$ cat src/rtl/prog_loader.sv
// prog_loader: streams eight 9-bit words into CPU RAM, then releases the CPU.
// Define LOADER_CHECKSUM_EN to add an XOR checksum word checked before RUN.
module prog_loader (
  input  logic       clk,
  input  logic       reset,
  input  logic       start,
  input  logic [8:0] In_Data,
  input  logic       In_Valid,
  output logic       In_Ready,
  output logic [8:0] RAM_Write_Data,
  output logic [2:0] RAM_Write_Address,
  output logic       RAM_Write_Enable,
  output logic       CPU_Reset,
  output logic       PC_Enable,
  output logic [3:0] Word_Count,
  output logic       Busy,
  output logic       Done,
  output logic       Error
);

  localparam logic [2:0] S_IDLE  = 3'd0;
  localparam logic [2:0] S_CLEAR = 3'd1;
  localparam logic [2:0] S_LOAD  = 3'd2;
  localparam logic [2:0] S_FLUSH = 3'd3;
  localparam logic [2:0] S_RUN   = 3'd4;
`ifdef LOADER_CHECKSUM_EN
  localparam logic [2:0] S_CHECK = 3'd5;
  localparam logic [2:0] S_ERROR = 3'd6;
`endif

  localparam logic [3:0] LAST_IDX  = 4'd7;
  localparam logic [3:0] MAX_WORDS = 4'd8;

  logic [2:0] state;
  logic [2:0] state_nxt;
  logic       xfer;
  logic       load_xfer;
  logic       last_word;
  logic       clear_now;

  assign xfer      = In_Valid && In_Ready;
  assign load_xfer = xfer && (state == S_LOAD);
  assign last_word = (Word_Count == LAST_IDX);
  // Counter and checksum are zeroed on entry so CLEAR shows them at 0.
  assign clear_now = (state_nxt == S_CLEAR);

`ifdef LOADER_CHECKSUM_EN
  logic [8:0] acc;
  logic       sum_ok;

  assign sum_ok = (In_Data == acc);

  // Running XOR of every word loaded since the last CLEAR
  always_ff @(posedge clk) begin
    if (reset) begin
      acc <= '0;
    end else if (clear_now) begin
      acc <= '0;
    end else if (load_xfer) begin
      acc <= acc ^ In_Data;
    end
  end
`endif

  // Next-state selection; start only matters in IDLE, RUN and ERROR
  always_comb begin
    state_nxt = state;
    unique case (state)
      S_IDLE: begin
        if (start) state_nxt = S_CLEAR;
      end
      S_CLEAR: begin
        state_nxt = S_LOAD;
      end
      S_LOAD: begin
        if (load_xfer && last_word) begin
`ifdef LOADER_CHECKSUM_EN
          state_nxt = S_CHECK;
`else
          state_nxt = S_FLUSH;
`endif
        end
      end
      S_FLUSH: begin
        state_nxt = S_RUN;
      end
      S_RUN: begin
        if (start) state_nxt = S_CLEAR;
      end
`ifdef LOADER_CHECKSUM_EN
      S_CHECK: begin
        if (xfer) state_nxt = sum_ok ? S_RUN : S_ERROR;
      end
      S_ERROR: begin
        if (start) state_nxt = S_CLEAR;
      end
`endif
      default: begin
        state_nxt = S_IDLE;
      end
    endcase
  end

  // State register
  always_ff @(posedge clk) begin
    if (reset) begin
      state <= S_IDLE;
    end else begin
      state <= state_nxt;
    end
  end

  // Accepted-word counter, saturating at eight
  always_ff @(posedge clk) begin
    if (reset) begin
      Word_Count <= '0;
    end else if (clear_now) begin
      Word_Count <= '0;
    end else if (load_xfer && (Word_Count != MAX_WORDS)) begin
      Word_Count <= Word_Count + 4'd1;
    end
  end

  // RAM write port: one-cycle strobe after each load, data/addr hold otherwise
  always_ff @(posedge clk) begin
    if (reset) begin
      RAM_Write_Enable  <= 1'b0;
      RAM_Write_Data    <= '0;
      RAM_Write_Address <= '0;
    end else begin
      RAM_Write_Enable <= load_xfer;
      if (load_xfer) begin
        RAM_Write_Data    <= In_Data;
        RAM_Write_Address <= Word_Count[2:0];
      end
    end
  end

  assign CPU_Reset = (state == S_CLEAR);
  assign PC_Enable = (state == S_RUN);
  assign Done      = (state == S_RUN);

`ifdef LOADER_CHECKSUM_EN
  assign In_Ready = (state == S_LOAD) || (state == S_CHECK);
  assign Busy     = (state == S_CLEAR) || (state == S_LOAD)
                 || (state == S_FLUSH) || (state == S_CHECK);
  assign Error    = (state == S_ERROR);
`else
  assign In_Ready = (state == S_LOAD);
  assign Busy     = (state == S_CLEAR) || (state == S_LOAD)
                 || (state == S_FLUSH);
  assign Error    = 1'b0;
`endif

endmodule

$ cat config.mk
export PLATFORM = sky130hd
export DESIGN_NAME = prog_loader
export DESIGN_NICKNAME = d
export VERILOG_FILES = /design/src/rtl/prog_loader.sv
export SDC_FILE = /design/constraint.sdc
export NUM_CORES = 1
export LEC_CHECK = 0
export ABC_AREA = 1
export BUFFER_PORTS_ARGS = -buffer_cell sky130_fd_sc_hd__buf_2
export CAP_MARGIN = 20
export CORE_MARGIN = 5
export CORE_UTILIZATION = 45
export DETAILED_ROUTE_END_ITERATION = 10
export PLACE_DENSITY = 0.84
export SKIP_LAST_GASP = 1
export SYNTH_ARGS = -nofsm -noshare
export SYNTH_HDL_FRONTEND = slang
export SYNTH_SLANG_ARGS = --single-unit
$ cat constraint.sdc
create_clock -name clk -period 1.65 [get_ports clk]
set_clock_uncertainty 0.05 [all_clocks]
set_input_delay 0.4125 -clock clk [delete_from_list [all_inputs] [get_ports clk]]
set_output_delay 0.4125 -clock clk [all_outputs]
set_load 0.02 [all_outputs]
==> results of run 1 <==
sequential cells by signal, summed over array words and instances (netlist names):
name / flops
RAM_Write_Address: 3
RAM_Write_Data: 9
RAM_Write_Enable: 1
Word_Count: 4
state: 3
how the worst min path moves through the flow:
stage	from	endpoint	slack (ns)	depth (start not counted)
after CTS	reset	state[2]$_SDFF_PP0_	0.24	2
final	reset	state[2]$_SDFF_PP0_	0.24	2
after global routing	reset	state[0]$_SDFF_PP0_	0.25	2
after detailed placement	RAM_Write_Data[0]$_SDFFE_PP0P_	RAM_Write_Data[0]$_SDFFE_PP0P_	0.45	2
after global placement	RAM_Write_Data[0]$_SDFFE_PP0P_	RAM_Write_Data[0]$_SDFFE_PP0P_	0.44	2
after floorplan	reset	state[0]$_SDFF_PP0_	0.43	1
worst reg2reg max path: cells and delay by family (launching register included):
kind	cells	cell delay, ns
adders and majority gates	1	0.18
and+or+nand+nor	3	0.45
AOI/OAI and AO/OA	1	0.06
DFF	1	0.46
buffers and inverters	1	0.09
layout by cell type (no fill, tap or decap), types with 3 or more instances in the layout:
cell / instances
a21oi_1: 6
buf_2: 32
buf_4: 5
clkbuf_4: 3
dfxtp_1: 18
inv_1: 8
nand2_1: 11
nand3_1: 8
nor2_1: 25
nor2_2: 3
o21ai_0: 12
kinds of logic after synthesis:
logic type      synth area share [%]
simple gates                    28.0
flops                           46.9
compound gates                  11.4
buf+inv                         9.37
fa+ha+maj                       2.93
xor+xnor                        1.03
other cells                    0.439
power by group:
part / switching (uW) / internal, uW
combinational: 81.9 / 47.7
clock: 151 / 246
sequential: 12.6 / 502
repair_timing:
action	4_1_cts	5_1_grt
pin swaps	0	1
endpoints found under the setup margin	1	5
gates resized for setup	3	4
setup buffers	0	1
per-layer routing:
layer  vias to the layer above  GRT usage (%)  part of all wire, %
li1                        428              -                    -
met1                       358           18.1                   42
met2                        30           26.7                   47
met3                         9           3.60                  6.7
met4                         0           9.36                  4.1
met5                         -              0                    0
final cells by class:
cell class / count / area, um^2 / share of cell area, %
clock buffers: 3 / 22.5 / 2.04
repair buffers: 37 / 198 / 17.9
multi-input cells: 76 / 384 / 34.7
inverters: 10 / 37.5 / 3.39
well taps: 25 / 31.3 / 2.83
flip-flops and latches: 20 / 403 / 36.4
clock inverters: 1 / 30.0 / 2.71
metrics by stage:
| stage | hold slack [ns] | total power [uW] | utilization [%] |
|---|---|---|---|
| 4_1_cts | 0.245 | 1040 | 61.9 |
| 3_5_place_dp | 0.446 | 648 | 58.6 |
| 6_report | 0.243 | 1040 | 62.7 |
| 5_1_grt | 0.250 | 1080 | 62.7 |
| 2_1_floorplan | 0.432 | 604 | - |
| 3_3_place_gp | 0.436 | 644 | 58.6 |
==> results.sh, run 1 <==
export IMPL_hold_class="primary input to flip-flop"
export IMPL_status="finished clean"
export IMPL_total_leakage_power_uw=0.000566
export IMPL_die_x_um=53.6
export IMPL_crit_required_ns=1.19
export IMPL_num_rows=15
export IMPL_drive_gt1_share_pct=35.4
export IMPL_rr_endpoint="Word_Count[1]$_SDFFE_PP0P_"
export IMPL_synth_cell_types=21
export IMPL_pre_cts_ws_ns=0.281
export IMPL_place_inst=167
export IMPL_io_pin_count=36
export IMPL_final_area_mm2=0.00111
export IMPL_path_depth=4
export IMPL_synthCells=111
export IMPL_design_core_area_mm2=0.00176
export IMPL_worstSetupPathType="flip-flop to primary output"
export IMPL_grt_max_degree=15
export IMPL_cp_max_fo=5
export IMPL_cts_buffers_inserted=3
export IMPL_die_h_um=53.6
export IMPL_wl_per_cell_um=11.5
export IMPL_postRouteAntennaNets=0
export IMPL_period_needed_ns=1.57
export IMPL_ir_drop_mv=0.693
export IMPL_maxCapViolCount=0
export IMPL_startpoint="state[2]$_SDFF_PP0_"
export IMPL_firstDrtPassIters=3
export IMPL_synth_top_area_share_pct=46.9
export IMPL_async_reset_ff_share_pct=0
export IMPL_clkLatencyLatePin_ns=0.30
export IMPL_post_drt_via_cell_ratio=4.80
export IMPL_cts_max_path_buffers=2
export IMPL_cts_clk_slew_worst_paths_ns=0.11
export IMPL_final_hold_viol_count=0
export IMPL_critPathCapture="In_Ready"
export IMPL_powerDensity_mw_per_mm2=941
export IMPL_finalCritPeriodShare_pct=95.2
export IMPL_setup_worst_path_start_class="flip-flop"
export IMPL_start_util_pct=48.4
export IMPL_place_area_mm2=0.00103
export IMPL_synth_area_per_cell_um2=7.70
export IMPL_crit_chain="inv_2 > nand2_1 > nor2_2 > buf_4"
export IMPL_r2r_start="Word_Count[1]$_SDFFE_PP0P_"
export IMPL_synth_area_um2=855
export IMPL_end_kind="primary output"
export IMPL_hold_buffers=0
export IMPL_grt_pass1_wl_um=3300
export IMPL_area_growth_pct=29.4
export IMPL_dieArea_mm2=0.00287
export IMPL_ys_ff_latch=20
export IMPL_max_freq_mhz=637
export IMPL_synth_main_ff_cell="dfxtp_1"
export IMPL_cpMaxStageDelayCell="dfxtp_1"
export IMPL_rsz0062_at_grt="false"
export IMPL_synth_nets=126
export IMPL_layoutNonFillerInstCount=172
export IMPL_via_count=825
export IMPL_diodes=0
export IMPL_synthTopCellsByArea="dfxtp_1 (47%), nor2_1 (12%), o21ai_0 (7.0%), nand2_1 (4.8%), nand3_1 (4.7%)"
export IMPL_ys_seq_area_share_pct=46.9
export IMPL_cts_tree="built"
export IMPL_first_global_vias=800
export IMPL_cp_slowest_stage_delay_ns=0.33
export IMPL_route_detailed_drc=0
export IMPL_place_gp_congestion=0.808
export IMPL_fillers=177
export IMPL_fin_tns_setup_ns=0
export IMPL_cp_buffers_inverters=2
export IMPL_setup_slack_ns=0.0795
export IMPL_yosys_warnings=0
export IMPL_overflow=0
export IMPL_critPathTopFamily="flip-flops"
export IMPL_yosys_top_cells_count="nor2_1 (27), dfxtp_1 (20), o21ai_0 (12)"
export IMPL_r2r_slack_ns=0.25
export IMPL_slew_violations=0
export IMPL_track_usage_pct=15.8
export IMPL_synth_most_common_cell="nor2_1"
export IMPL_drt_iter0_drc=9
export IMPL_io_buffers=34
export IMPL_setup_viol=0
export IMPL_antenna_found_initial=0
export IMPL_dp_hpwl_um=1440
export IMPL_nets=163
export IMPL_clockRootBuffer="clkbuf_4"
export IMPL_cts_max_level=1
export IMPL_routed_wl_um=1980
export IMPL_synth_edf_count=0
export IMPL_synth_area_leader_cell="dfxtp_1"
export IMPL_clkSinkCount=20
export IMPL_rr_worst_depth=6
export IMPL_arrival_ns=1.11
(Power assumes the default switching activity.)
==> run 2, diff against run 1 <==
--- a/config.mk
+++ b/config.mk
@@ -9,9 +9,9 @@
 export BUFFER_PORTS_ARGS = -buffer_cell sky130_fd_sc_hd__buf_2
 export CAP_MARGIN = 20
 export CORE_MARGIN = 5
-export CORE_UTILIZATION = 45
+export CORE_UTILIZATION = 41
 export DETAILED_ROUTE_END_ITERATION = 10
-export PLACE_DENSITY = 0.84
+export PLACE_DENSITY = 0.81
 export SKIP_LAST_GASP = 1
 export SYNTH_ARGS = -nofsm -noshare
 export SYNTH_HDL_FRONTEND = slang
==> constraint.sdc (replaced) <==
create_clock -name clk -period 1.27 [get_ports clk]
set_clock_uncertainty 0.05 [all_clocks]
set_input_delay 0.3175 -clock clk [delete_from_list [all_inputs] [get_ports clk]]
set_output_delay 0.3175 -clock clk [all_outputs]
set_load 0.02 [all_outputs]
==> results.sh, run 2 (synthesis gave the netlist of run 1 again) <==
export IMPL_maxCapViolCount=0
export IMPL_use_met2_pct=24.7
export IMPL_rr_endpoint="Word_Count[1]$_SDFFE_PP0P_"
export IMPL_worstSetupPathType="flip-flop to primary output"
export IMPL_setup_viol=6
export IMPL_final_hold_viol_count=0
export IMPL_top_usage_layer="met2"
export IMPL_powerDensity_mw_per_mm2=1010
export IMPL_place_gp_congestion=0.803
export IMPL_use_met3_pct=5.10
export IMPL_drive_gt1_share_pct=43.1
export IMPL_rr_worst_depth=7
export IMPL_hold_class="primary input to flip-flop"
export IMPL_route_detailed_drc=0
export IMPL_post_drt_via_cell_ratio=4.89
export IMPL_place_inst=173
export IMPL_area_growth_pct=42.6
export IMPL_status="finished with violations"
export IMPL_die_h_um=55.7
export IMPL_layoutNonFillerInstCount=180
export IMPL_firstDrtPassIters=4
export IMPL_start_util_pct=43.1
export IMPL_max_freq_mhz=690
export IMPL_cp_buffers_inverters=1
export IMPL_track_usage_pct=13.7
export IMPL_die_x_um=55.7
export IMPL_io_pin_count=36
export IMPL_crit_required_ns=0.90
export IMPL_postRouteAntennaNets=0
export IMPL_cts_clk_slew_worst_paths_ns=0.10
export IMPL_clockRootBuffer="clkbuf_4"
export IMPL_max_flop_register="RAM_Write_Data"
export IMPL_grt_pass1_wl_um=3480
export IMPL_top_regs="RAM_Write_Data (9), Word_Count (4)"
export IMPL_cts_max_path_buffers=2
export IMPL_rsz0062_at_grt="true"
export IMPL_min_delay_path_depth=2
export IMPL_cts_buffers_inserted=3
export IMPL_via_count=881
export IMPL_final_area_mm2=0.00122
export IMPL_crit_chain="nor3_4 > buf_4"
export IMPL_overflow=0
export IMPL_diodes=0
export IMPL_period_needed_ns=1.45
export IMPL_cp_max_fo=5
export IMPL_violations="setup timing"
export IMPL_setup_worst_path_start_class="flip-flop"
export IMPL_cpMaxStageDelayCell="dfxtp_4"
export IMPL_clkLatencyLatePin_ns=0.30
export IMPL_largest_reg_flops=9
export IMPL_num_rows=16
export IMPL_antenna_found_initial=0
export IMPL_r2r_start="state[2]$_SDFF_PP0_"
export IMPL_critPathTopFamily="flip-flops"
export IMPL_fillers=171
export IMPL_wl_per_cell_um=11.8
export IMPL_setup_slack_ns=-0.180
export IMPL_fin_tns_setup_ns=-0.754
export IMPL_slew_violations=0
export IMPL_ir_drop_mv=0.642
export IMPL_first_global_vias=847
export IMPL_routed_wl_um=2120
export IMPL_final_common_cell="buf_2"
export IMPL_place_area_mm2=0.00108
export IMPL_cts_tree="built"
export IMPL_end_kind="primary output"
export IMPL_power_uw=1230
export IMPL_grt_max_degree=14
export IMPL_cp_slowest_stage_delay_ns=0.39
export IMPL_finalCritPeriodShare_pct=114
export IMPL_arrival_ns=1.08
export IMPL_cts_max_level=1
export IMPL_clkSinkCount=20
export IMPL_total_leakage_power_uw=0.000594
export IMPL_fin_util_pct=61.5
export IMPL_mostFrequentLayoutCells="buf_2 (28), nor2_1 (25), dfxtp_1 (14)"
export IMPL_r2r_slack_ns=0
export IMPL_met1_usage_pct=14.6
export IMPL_min_to="state[0]$_SDFF_PP0_"
export IMPL_design_core_area_mm2=0.00198
export IMPL_dp_hpwl_um=1620
export IMPL_min_from="reset"
export IMPL_hold_buffers=0
export IMPL_dieArea_mm2=0.00310
export IMPL_drt_iter0_drc=15
export IMPL_io_buffers=34
export IMPL_nets=169
[run 2: cell count changes in the layout (fill, tap and decap cells not counted), moves of 2 or more]
| cell | delta |
|---|---|
| buf_4 | +4 |
| buf_6 | +6 |
| nor2_2 | -2 |
| dfxtp_1 | -4 |
| o21ai_1 | +2 |
| inv_4 | +2 |
| inv_2 | -2 |
| o21ai_0 | -2 |
| nand2_1 | -3 |
| dfxtp_4 | +4 |
| nor2_4 | +2 |
| buf_2 | -4 |
| nand2_2 | +3 |
[run 2: how the worst max path moves through the flow]
stage / startpoint / to / slack, ns / cells after the start
global route: state[0]$_SDFF_PP0_ / Done / -0.22 / 2
detailed placement: state[1]$_SDFF_PP0_ / In_Ready / -0.003 / 3
floorplan: state[1]$_SDFF_PP0_ / Word_Count[3]$_SDFFE_PP0P_ / 0.01 / 5
CTS: state[1]$_SDFF_PP0_ / PC_Enable / -0.17 / 2
finish: state[0]$_SDFF_PP0_ / PC_Enable / -0.18 / 2
global placement: Word_Count[0]$_SDFFE_PP0P_ / Word_Count[3]$_SDFFE_PP0P_ / 0.06 / 6
[run 2: where the power goes]
part | leakage, uW | internal (uW) | switching (uW) | total, uW
Clock | 0.0000210 | 175 | 187 | 362
Combinational | 0.000407 | 84.3 | 116 | 201
Sequential | 0.000166 | 647 | 22.0 | 669
[run 2: area by class of cell]
cell class	count	area, um^2	share of cell area [%]
clock buffer	4	36.3	2.98
inverter	10	42.5	3.49
multi-input combinational	76	413	33.9
sequential	20	418	34.3
tap	27	33.8	2.77
timing repair buffer	43	275	22.6
[run 2: worst register-to-register path: cells and delay by family (launching register included)]
kind            cells  cell delay, ns
flops               1            0.34
buf+inv             3            0.35
compound gates      1            0.13
simple gates        3            0.35
[run 2: per-layer routing]
layer	share of wire [%]	wire, um	vias up
li1	-	-	443
met1	40	858	402
met2	50	1070	33
met3	8.5	181	3
met4	0.89	19	0
met5	0	0	-
[run 2: stage by stage]
step	hold slack, ns	setup WS [ns]
3_5_place_dp	0.445	-0.00273
4_1_cts	0.150	-0.173
3_3_place_gp	0.438	0.0607
6_report	0.151	-0.180
5_1_grt	0.143	-0.217
2_1_floorplan	0.337	0.0121
[run 2: what timing repair did]
action,CTS,global route
resized for setup,17,15
pin swaps,2,5
buffers inserted,3,0
setup endpoints to repair,6,23
==> run 3, diff against run 2 <==
--- a/config.mk
+++ b/config.mk
@@ -8,7 +8,7 @@
 export ABC_AREA = 1
 export BUFFER_PORTS_ARGS = -buffer_cell sky130_fd_sc_hd__buf_2
 export CAP_MARGIN = 20
-export CORE_MARGIN = 5
+export CORE_MARGIN = 10
 export CORE_UTILIZATION = 41
 export DETAILED_ROUTE_END_ITERATION = 10
 export PLACE_DENSITY = 0.81
==> results.sh, run 3 (synthesis gave the netlist of run 1 again) <==
export IMPL_status="finished with violations"
export IMPL_violations="setup timing"
export IMPL_route_detailed_drc=0
export IMPL_r2r_start="state[2]$_SDFF_PP0_"
export IMPL_startpoint="state[1]$_SDFF_PP0_"
export IMPL_clkSinkCount=20
export IMPL_area_growth_pct=75.4
export IMPL_post_drt_via_cell_ratio=4.94
export IMPL_drt_iter0_drc=20
export IMPL_start_util_pct=43.6
export IMPL_period_needed_ns=1.51
export IMPL_end_kind="primary output"
export IMPL_grt_max_degree=14
export IMPL_cts_max_level=1
export IMPL_slew_violations=0
export IMPL_drive_gt1_share_pct=59.1
export IMPL_min_from="reset"
export IMPL_wl_per_cell_um=14.9
export IMPL_final_common_cell="buf_2"
export IMPL_setup_viol=21
export IMPL_mostFrequentLayoutCells="buf_2 (28), nor2_1 (21), dfxtp_1 (14)"
export IMPL_routed_wl_um=2850
export IMPL_dp_hpwl_um=1670
export IMPL_final_hold_viol_count=0
export IMPL_dieArea_mm2=0.00431
export IMPL_powerDensity_mw_per_mm2=880
export IMPL_clockRootBuffer="clkbuf_4"
export IMPL_firstDrtPassIters=4
export IMPL_cts_tree="built"
export IMPL_num_rows=16
export IMPL_first_global_vias=956
export IMPL_fillers=138
export IMPL_hold_class="primary input to flip-flop"
export IMPL_cp_max_fo=3
export IMPL_arrival_ns=1.14
export IMPL_cts_max_path_buffers=2
export IMPL_worstSetupPathType="flip-flop to primary output"
export IMPL_largest_reg_flops=9
export IMPL_die_h_um=65.7
export IMPL_cts_clk_slew_worst_paths_ns=0.11
export IMPL_die_x_um=65.7
export IMPL_top_regs="RAM_Write_Data (9), Word_Count (4)"
export IMPL_nets=180
export IMPL_io_buffers=34
export IMPL_rr_worst_depth=9
export IMPL_finalCritPeriodShare_pct=119
export IMPL_design_core_area_mm2=0.00196
export IMPL_fin_util_pct=76.4
export IMPL_track_usage_pct=11.8
export IMPL_rsz0062_at_grt="true"
export IMPL_max_flop_register="RAM_Write_Data"
export IMPL_total_leakage_power_uw=0.000677
export IMPL_overflow=0
export IMPL_setup_worst_path_start_class="flip-flop"
export IMPL_diodes=0
export IMPL_min_delay_path_depth=2
export IMPL_cts_buffers_inserted=3
export IMPL_ir_drop_mv=0.809
export IMPL_setup_slack_ns=-0.235
export IMPL_maxCapViolCount=0
export IMPL_io_pin_count=36
export IMPL_via_count=943
export IMPL_clkLatencyLatePin_ns=0.30
export IMPL_crit_required_ns=0.90
export IMPL_grt_pass1_wl_um=4130
export IMPL_postRouteAntennaNets=0
export IMPL_place_gp_congestion=0.775
export IMPL_antenna_found_initial=0
export IMPL_power_uw=1320
export IMPL_max_freq_mhz=664
-- run 3: worst paths after layout --
check	end	slack, ns
setup / recovery	Done	-0.24
hold reg to reg	RAM_Write_Data[6]$_SDFFE_PP0P_	0.47
setup reg to reg	RAM_Write_Data[4]$_SDFFE_PP0P_	-0.13
hold / removal	state[0]$_SDFF_PP0_	0.15
-- run 3: area by class of cell --
type / count / area [um^2] / share of cell area (%)
Inverter: 10 / 42.5 / 2.84
Sequential cell: 20 / 418 / 27.9
Multi-Input combinational cell: 76 / 520 / 34.7
Timing Repair Buffer: 54 / 448 / 29.9
Clock buffer: 4 / 36.3 / 2.42
Tap cell: 27 / 33.8 / 2.25
-- run 3: timing repair --
item	4_1_cts	5_1_grt
setup endpoints to repair	8	25
gates resized for setup	24	48
cloned	0	1
hold buffers	0	0
buffers inserted	6	6
pin swaps	3	17
-- run 3: metal layers --
metal	global-route usage (%)	up-vias	part of all wire (%)
met5	0	-	0
met4	4.55	0	2.7
met3	4.75	7	7.4
met2	19.7	36	53
met1	13.0	444	37
li1	-	456	-
-- run 3: through the flow --
step / setup slack [ns] / TNS, ns / hold slack [ns] / instance area, um^2 / instances
final: -0.235 / -2.53 / 0.147 / 1500 / 191
after CTS: -0.254 / -2.12 / 0.136 / 1260 / 184
after global routing: -0.293 / -4.48 / 0.137 / 1500 / 191
after global placement: 0.0768 / 0 / 0.435 / 1110 / 174
after detailed placement: 0.0395 / 0 / 0.443 / 1110 / 174
after floorplan: 0.0121 / 0 / 0.337 / 871 / 111
-- run 3: where the power goes --
part	leakage [uW]	switching (uW)	total (uW)	internal, uW
Sequential	0.000166	21.4	667	646
Clock	0.0000210	196	371	175
Combinational	0.000490	149	281	132
Total	0.000677	366	1320	953
-- run 3: worst max-delay path, cell delays in order (launching register included) --
cell and delay [ns]:
dfxtp_2 0.35, buf_6 0.12, nor3_4 0.22, buf_6 0.15
